[src/rtl/execute_result_stage.sv]
// EX->MEM result stage: captures the ALU result and memory/writeback controls,
// presents them to the memory stage over valid/ready, and drives the EX/MEM
// forwarding bus. A two-entry skid buffer keeps in_ready a function of
// registered state only, so memory-stage backpressure never reaches execute
// combinationally.
module execute_result_stage #(
    parameter int XLEN     = 64,
    parameter int REG_ADDR = 5,
    parameter int FUNCT3   = 3
) (
    input  logic                clk,
    input  logic                reset,
    input  logic                flush,
    input  logic                in_valid,
    output logic                in_ready,
    input  logic [XLEN-1:0]     in_alu_result,
    input  logic [XLEN-1:0]     in_store_data,
    input  logic [REG_ADDR-1:0] in_rd,
    input  logic                in_reg_write,
    input  logic                in_mem_read,
    input  logic                in_mem_write,
    input  logic [FUNCT3-1:0]   in_funct3,
    output logic                out_valid,
    input  logic                out_ready,
    output logic [XLEN-1:0]     out_alu_result,
    output logic [XLEN-1:0]     out_store_data,
    output logic [REG_ADDR-1:0] out_rd,
    output logic                out_reg_write,
    output logic                out_mem_read,
    output logic                out_mem_write,
    output logic [FUNCT3-1:0]   out_funct3,
    output logic                fwd_valid,
    output logic [REG_ADDR-1:0] fwd_rd,
    output logic [XLEN-1:0]     fwd_data
);

    typedef struct packed {
        logic [XLEN-1:0]     alu_result;
        logic [XLEN-1:0]     store_data;
        logic [REG_ADDR-1:0] rd;
        logic                reg_write;
        logic                mem_read;
        logic                mem_write;
        logic [FUNCT3-1:0]   funct3;
    } entry_t;

    localparam int ENTRY_W = $bits(entry_t);

    typedef enum logic [1:0] {
        ST_EMPTY = 2'd0,
        ST_ONE   = 2'd1,
        ST_TWO   = 2'd2
    } state_t;

    // x0 is hardwired to zero, so a write to it must never reach writeback
    // or the forwarding network.
    function automatic entry_t capture_entry(input entry_t raw);
        entry_t e;
        e           = raw;
        e.reg_write = raw.reg_write & (raw.rd != {REG_ADDR{1'b0}});
        return e;
    endfunction

    // An invalid main entry must not advertise any side-effecting control.
    function automatic entry_t clear_ctrl(input entry_t raw);
        entry_t e;
        e           = raw;
        e.reg_write = 1'b0;
        e.mem_read  = 1'b0;
        e.mem_write = 1'b0;
        return e;
    endfunction

    state_t state_r;
    state_t state_next_s;
    entry_t main_r;
    entry_t main_next_s;
    entry_t skid_r;
    entry_t skid_next_s;
    entry_t in_entry_s;
    logic   in_fire_s;
    logic   out_fire_s;

    assign in_ready   = (state_r != ST_TWO);
    assign out_valid  = (state_r != ST_EMPTY);
    assign in_fire_s  = in_valid & in_ready;
    assign out_fire_s = out_valid & out_ready;

    assign in_entry_s = capture_entry('{
        alu_result: in_alu_result,
        store_data: in_store_data,
        rd:         in_rd,
        reg_write:  in_reg_write,
        mem_read:   in_mem_read,
        mem_write:  in_mem_write,
        funct3:     in_funct3
    });

    // Next-state and next-storage selection for the EMPTY/ONE/TWO buffer.
    always_comb begin
        state_next_s = state_r;
        main_next_s  = main_r;
        skid_next_s  = skid_r;
        case (state_r)
            ST_EMPTY: begin
                if (in_fire_s) begin
                    main_next_s  = in_entry_s;
                    state_next_s = ST_ONE;
                end else begin
                    state_next_s = ST_EMPTY;
                end
            end
            ST_ONE: begin
                if (in_fire_s && out_fire_s) begin
                    main_next_s  = in_entry_s;
                    state_next_s = ST_ONE;
                end else if (in_fire_s) begin
                    skid_next_s  = in_entry_s;
                    state_next_s = ST_TWO;
                end else if (out_fire_s) begin
                    state_next_s = ST_EMPTY;
                end else begin
                    state_next_s = ST_ONE;
                end
            end
            ST_TWO: begin
                if (out_fire_s) begin
                    main_next_s  = skid_r;
                    state_next_s = ST_ONE;
                end else begin
                    state_next_s = ST_TWO;
                end
            end
            default: begin
                state_next_s = ST_EMPTY;
            end
        endcase

        // A redirect squashes everything, including an entry offered this cycle.
        if (flush) begin
            state_next_s = ST_EMPTY;
        end else begin
            state_next_s = state_next_s;
        end

        // Leaving the main register invalid also drops its controls so the
        // out_* control bits read 0 whenever out_valid is low.
        if (state_next_s == ST_EMPTY) begin
            main_next_s = clear_ctrl(main_next_s);
        end else begin
            main_next_s = main_next_s;
        end
    end

    // State and storage registers; reset also clears all held data.
    always_ff @(posedge clk) begin
        if (reset) begin
            state_r <= ST_EMPTY;
            main_r  <= entry_t'({ENTRY_W{1'b0}});
            skid_r  <= entry_t'({ENTRY_W{1'b0}});
        end else begin
            state_r <= state_next_s;
            main_r  <= main_next_s;
            skid_r  <= skid_next_s;
        end
    end

    assign out_alu_result = main_r.alu_result;
    assign out_store_data = main_r.store_data;
    assign out_rd         = main_r.rd;
    assign out_reg_write  = main_r.reg_write;
    assign out_mem_read   = main_r.mem_read;
    assign out_mem_write  = main_r.mem_write;
    assign out_funct3     = main_r.funct3;

    // Loads are not forwardable here: their data only exists after memory.
    assign fwd_valid = out_valid & main_r.reg_write & ~main_r.mem_read;
    assign fwd_rd    = main_r.rd;
    assign fwd_data  = main_r.alu_result;

endmodule

[config.mk]
export PLATFORM = sky130hd
export DESIGN_NAME = execute_result_stage
export DESIGN_NICKNAME = d
export VERILOG_FILES = /design/src/rtl/execute_result_stage.sv
export SDC_FILE = /design/constraint.sdc
export NUM_CORES = 1
export LEC_CHECK = 0
export BUFFER_PORTS_ARGS = -buffer_cell sky130_fd_sc_hd__buf_2
export CORE_ASPECT_RATIO = 0.75
export CORE_UTILIZATION = 56
export DETAILED_ROUTE_END_ITERATION = 8
export GPL_TIMING_DRIVEN = 1
export HOLD_SLACK_MARGIN = 0.05
export PLACE_DENSITY = 0.82
export SYNTH_ARGS = -nofsm -noshare
export SYNTH_HDL_FRONTEND = slang
export SYNTH_SLANG_ARGS = --single-unit
[constraint.sdc]
create_clock -name clk -period 4.7 [get_ports clk]
set_clock_uncertainty 0.15 [all_clocks]
set_input_delay 0.705 -clock clk [delete_from_list [all_inputs] [get_ports clk]]
set_output_delay 0.705 -clock clk [all_outputs]
set_load 0.01 [all_outputs]
==> results.py <==
metrics = {
    "cts": {
        "numClockSinks": 280,
        "cts_max_level": 1,
        "clkSlewWorstSetupHoldPaths_ps": 60,
        "cts_max_path_buffers": 3,
        "cts_resized": 0,
        "cts_hold_repair.buffers": 0,
        "cts_buffers": 27,
        "insertion_delay_ps": 510,
        "post_cts_buffers": 0,
        "cts_root_buf": "clkbuf_16",
        "cts_tree": "done",
    },
    "setup_path": {
        "rr_startpoint": "state_r[1]$_SDFF_PP0_",
        "r2r_slack_ps": 1960,
        "r2r-end": "fwd_data[25]$_SDFFE_PP0P_",
        "crit_path_start_kind": "flop",
        "crit_required_ps": 3850,
        "worstPathMaxFanout": 7,
        "ff2ff_path_depth": 5,
        "cp.arrival_ps": 1910,
        "crit_path_end_kind": "output port",
        "critPathKind": "reg -> out",
    },
    "sta": {
        "finalHoldViolCount": 0,
        "period_needed_ps": 2770,
        "worst_pin_slew_ps": 1090,
        "relSlewSlack": 0.270,
        "setup_viol": 0,
        "setup_ws_ps": 1930,
        "rsz0062_at_grt": "false",
        "clock.fmax_mhz": 361,
        "totalNegativeSetupSlack_ps": 0,
        "post-route-period-util": 0.589,
        "maxSlewViolCount": 0,
    },
    "global_route": {
        "overflow": 0,
        "grt_pass1_wl_um": 45400,
        "grt_usage": 0.255,
        "grt_max_degree": 134,
        "grt_pass1_vias": 9056,
        "antenna_found_initial": 3,
    },
    "final_layout": {
        "antenna_cells": 0,
        "area_delta_synth_final_pct": 18.5,
        "drive_gt1_frac": 0.306,
        "nNetsFinal": 1677,
        "fin_cells": 1833,
        "num-fill-cells": 1601,
        "stdcell_area_um2": 14000,
        "final_cell_mix": "buf_2 (353), dfxtp_1 (280), nand2_1 (278)",
        "final_common_cell": "buf_2",
    },
    "floorplan": {
        "rows": 45,
        "ios": 355,
        "start_util": 0.578,
        "core_um2": 20400,
        "die_h_um": 128,
        "die-area_um2": 21700,
        "die_width_um": 170,
    },
    "power": {
        "power.density_nw_per_um2": 395,
        "power_mw": 5.53,
        "vdd_drop_max_v": 0.000249,
        "total_leakage_power_nw": 6.76,
    },
    "routing": {
        "avgRoutedWirePerCell_um": 15.8,
        "dr_total_vias": 9925,
        "antenna_left": 0,
        "routed_via_density": 5.41,
        "drc_errors": 0,
        "drt_pass1_iterations": 5,
        "drt-initial-drc-count": 632,
        "wirelength_um": 29000,
    },
    "placed_design": {
        "dp.cells": 1786,
        "pre_cts_ws_ps": 1650,
        "placed_cell_area_um2": 13100,
        "numPortBuffers": 354,
        "place.gp.congestion": 0.791,
        "dp_hpwl_um": 19000,
    },
    "yosys": {
        "synth_nets": 1457,
        "yosysWarningCount": 0,
        "ys_types": 25,
        "synthCells": 1313,
        "synth.top_cell.area_share": 0.474,
        "synthTopCellsByArea": "dfxtp_1 (47%), mux2i_1 (12%), nand2_1 (8.9%)",
        "syn-mean-instance-area_um2": 9.00,
        "ys_ff_latch": 280,
        "ys_seq_area_frac": 0.474,
        "yosys.area.top_type": "dfxtp_1",
        "syn_area_um2": 11800,
    },
    "hold_path": {
        "holdPathEnd": "state_r[1]$_SDFF_PP0_",
        "holdPathStages": 2,
        "worst_hold_startpoint": "flush",
        "hp-class": "in -> reg",
    },
    "run": {
        "cap_violations": 0,
    },
    "status": {
        "status": "completed",
    },
}
==> synthesized netlist by cell type <==
master	instances
a21oi_1	140
a211oi_1	78
dfxtp_1	280
buf_1	1
o2111ai_1	1
buf_4	93
nand3_1	1
inv_1	1
a211o_1	1
nand2b_1	2
nor4bb_1	1
a31oi_1	1
nor2_1	142
nor3b_1	1
o2bb2ai_4	1
nor3_1	1
o21bai_1	1
a2111oi_0	1
or2_2	2
nor2b_1	3
a211oi_2	60
clkbuf_1	46
nand2_1	279
mux2i_1	139
buf_2	37
==> critical path: stages (launching register included) <==
cell	delay [ps]
dfxtp_1	530
or2_2	220
nor3b_1	420
buf_2	220
==> report_power, final <==
| part | switching (mW) | internal, mW | leakage (nW) | total, mW |
|---|---|---|---|---|
| logic | 0.399 | 0.277 | 4.00 | 0.676 |
| clock network | 0.877 | 1.40 | 0.462 | 2.27 |
| registers | 0.0842 | 2.50 | 2.30 | 2.58 |
| total | 1.36 | 4.17 | 6.76 | 5.53 |
==> cells by family (layout without fill, tap and decap cells) <==
group | count (synthesis) | count (layout) | share of synthesized area
AO/OA/AOI/OAI | 284 | 284 | 0.178
AND/OR/NAND/NOR | 432 | 432 | 0.140
buffers and inverters | 178 | 416 | 0.0900
flip-flops | 280 | 280 | 0.474
multiplexers | 139 | 139 | 0.118
==> per-stage QoR <==
stage          utilization  hold WS, ps
2_1_floorplan            -          286
3_3_place_gp         0.639          290
3_5_place_dp         0.639          296
4_1_cts              0.685          229
5_1_grt              0.685          237
6_report             0.685          251
==> layout make-up <==
class / count / area (um^2) / area share
Timing Repair Buffer: 368 / 1920 / 0.137
Clock inverter: 6 / 130 / 0.00929
Multi-Input combinational cell: 855 / 5180 / 0.370
Tap cell: 282 / 353 / 0.0252
Sequential cell: 280 / 5610 / 0.400
Inverter: 1 / 3.75 / 0.000268
Clock buffer: 41 / 808 / 0.0577
==> worst max-delay path by stage <==
stage	start	endpoint	slack, ps	depth (start not counted)
after CTS	state_r[1]$_SDFF_PP0_	fwd_valid	1870	3
after global routing	state_r[1]$_SDFF_PP0_	fwd_data[24]$_SDFFE_PP0P_	1770	5
after floorplan	in_valid	fwd_data[43]$_SDFFE_PP0P_	2730	5
after global placement	out_ready	fwd_data[25]$_SDFFE_PP0P_	1750	6
final	state_r[1]$_SDFF_PP0_	fwd_valid	1930	3
after detailed placement	out_ready	fwd_data[29]$_SDFFE_PP0P_	1650	6
==> metal layers <==
metal / track usage / part of all wire / vias to the layer above
met5: 0 / 0.00083 / -
met4: 0.0880 / 0.031 / 4
met3: 0.0475 / 0.060 / 65
met2: 0.437 / 0.48 / 329
met1: 0.321 / 0.43 / 4685
li1: - / - / 4842
==> state kept, by name, indices dropped and copies added (netlist names) <==
| signal | count |
|---|---|
| out_store_data | 64 |
| fwd_data | 64 |
| out_funct3 | 3 |
| out_mem_write | 1 |
| out_reg_write | 1 |
| out_mem_read | 1 |
| skid_r | 139 |
| fwd_rd | 5 |
| state_r | 2 |
No activity file was read; power rests on OpenSTA's default activity.
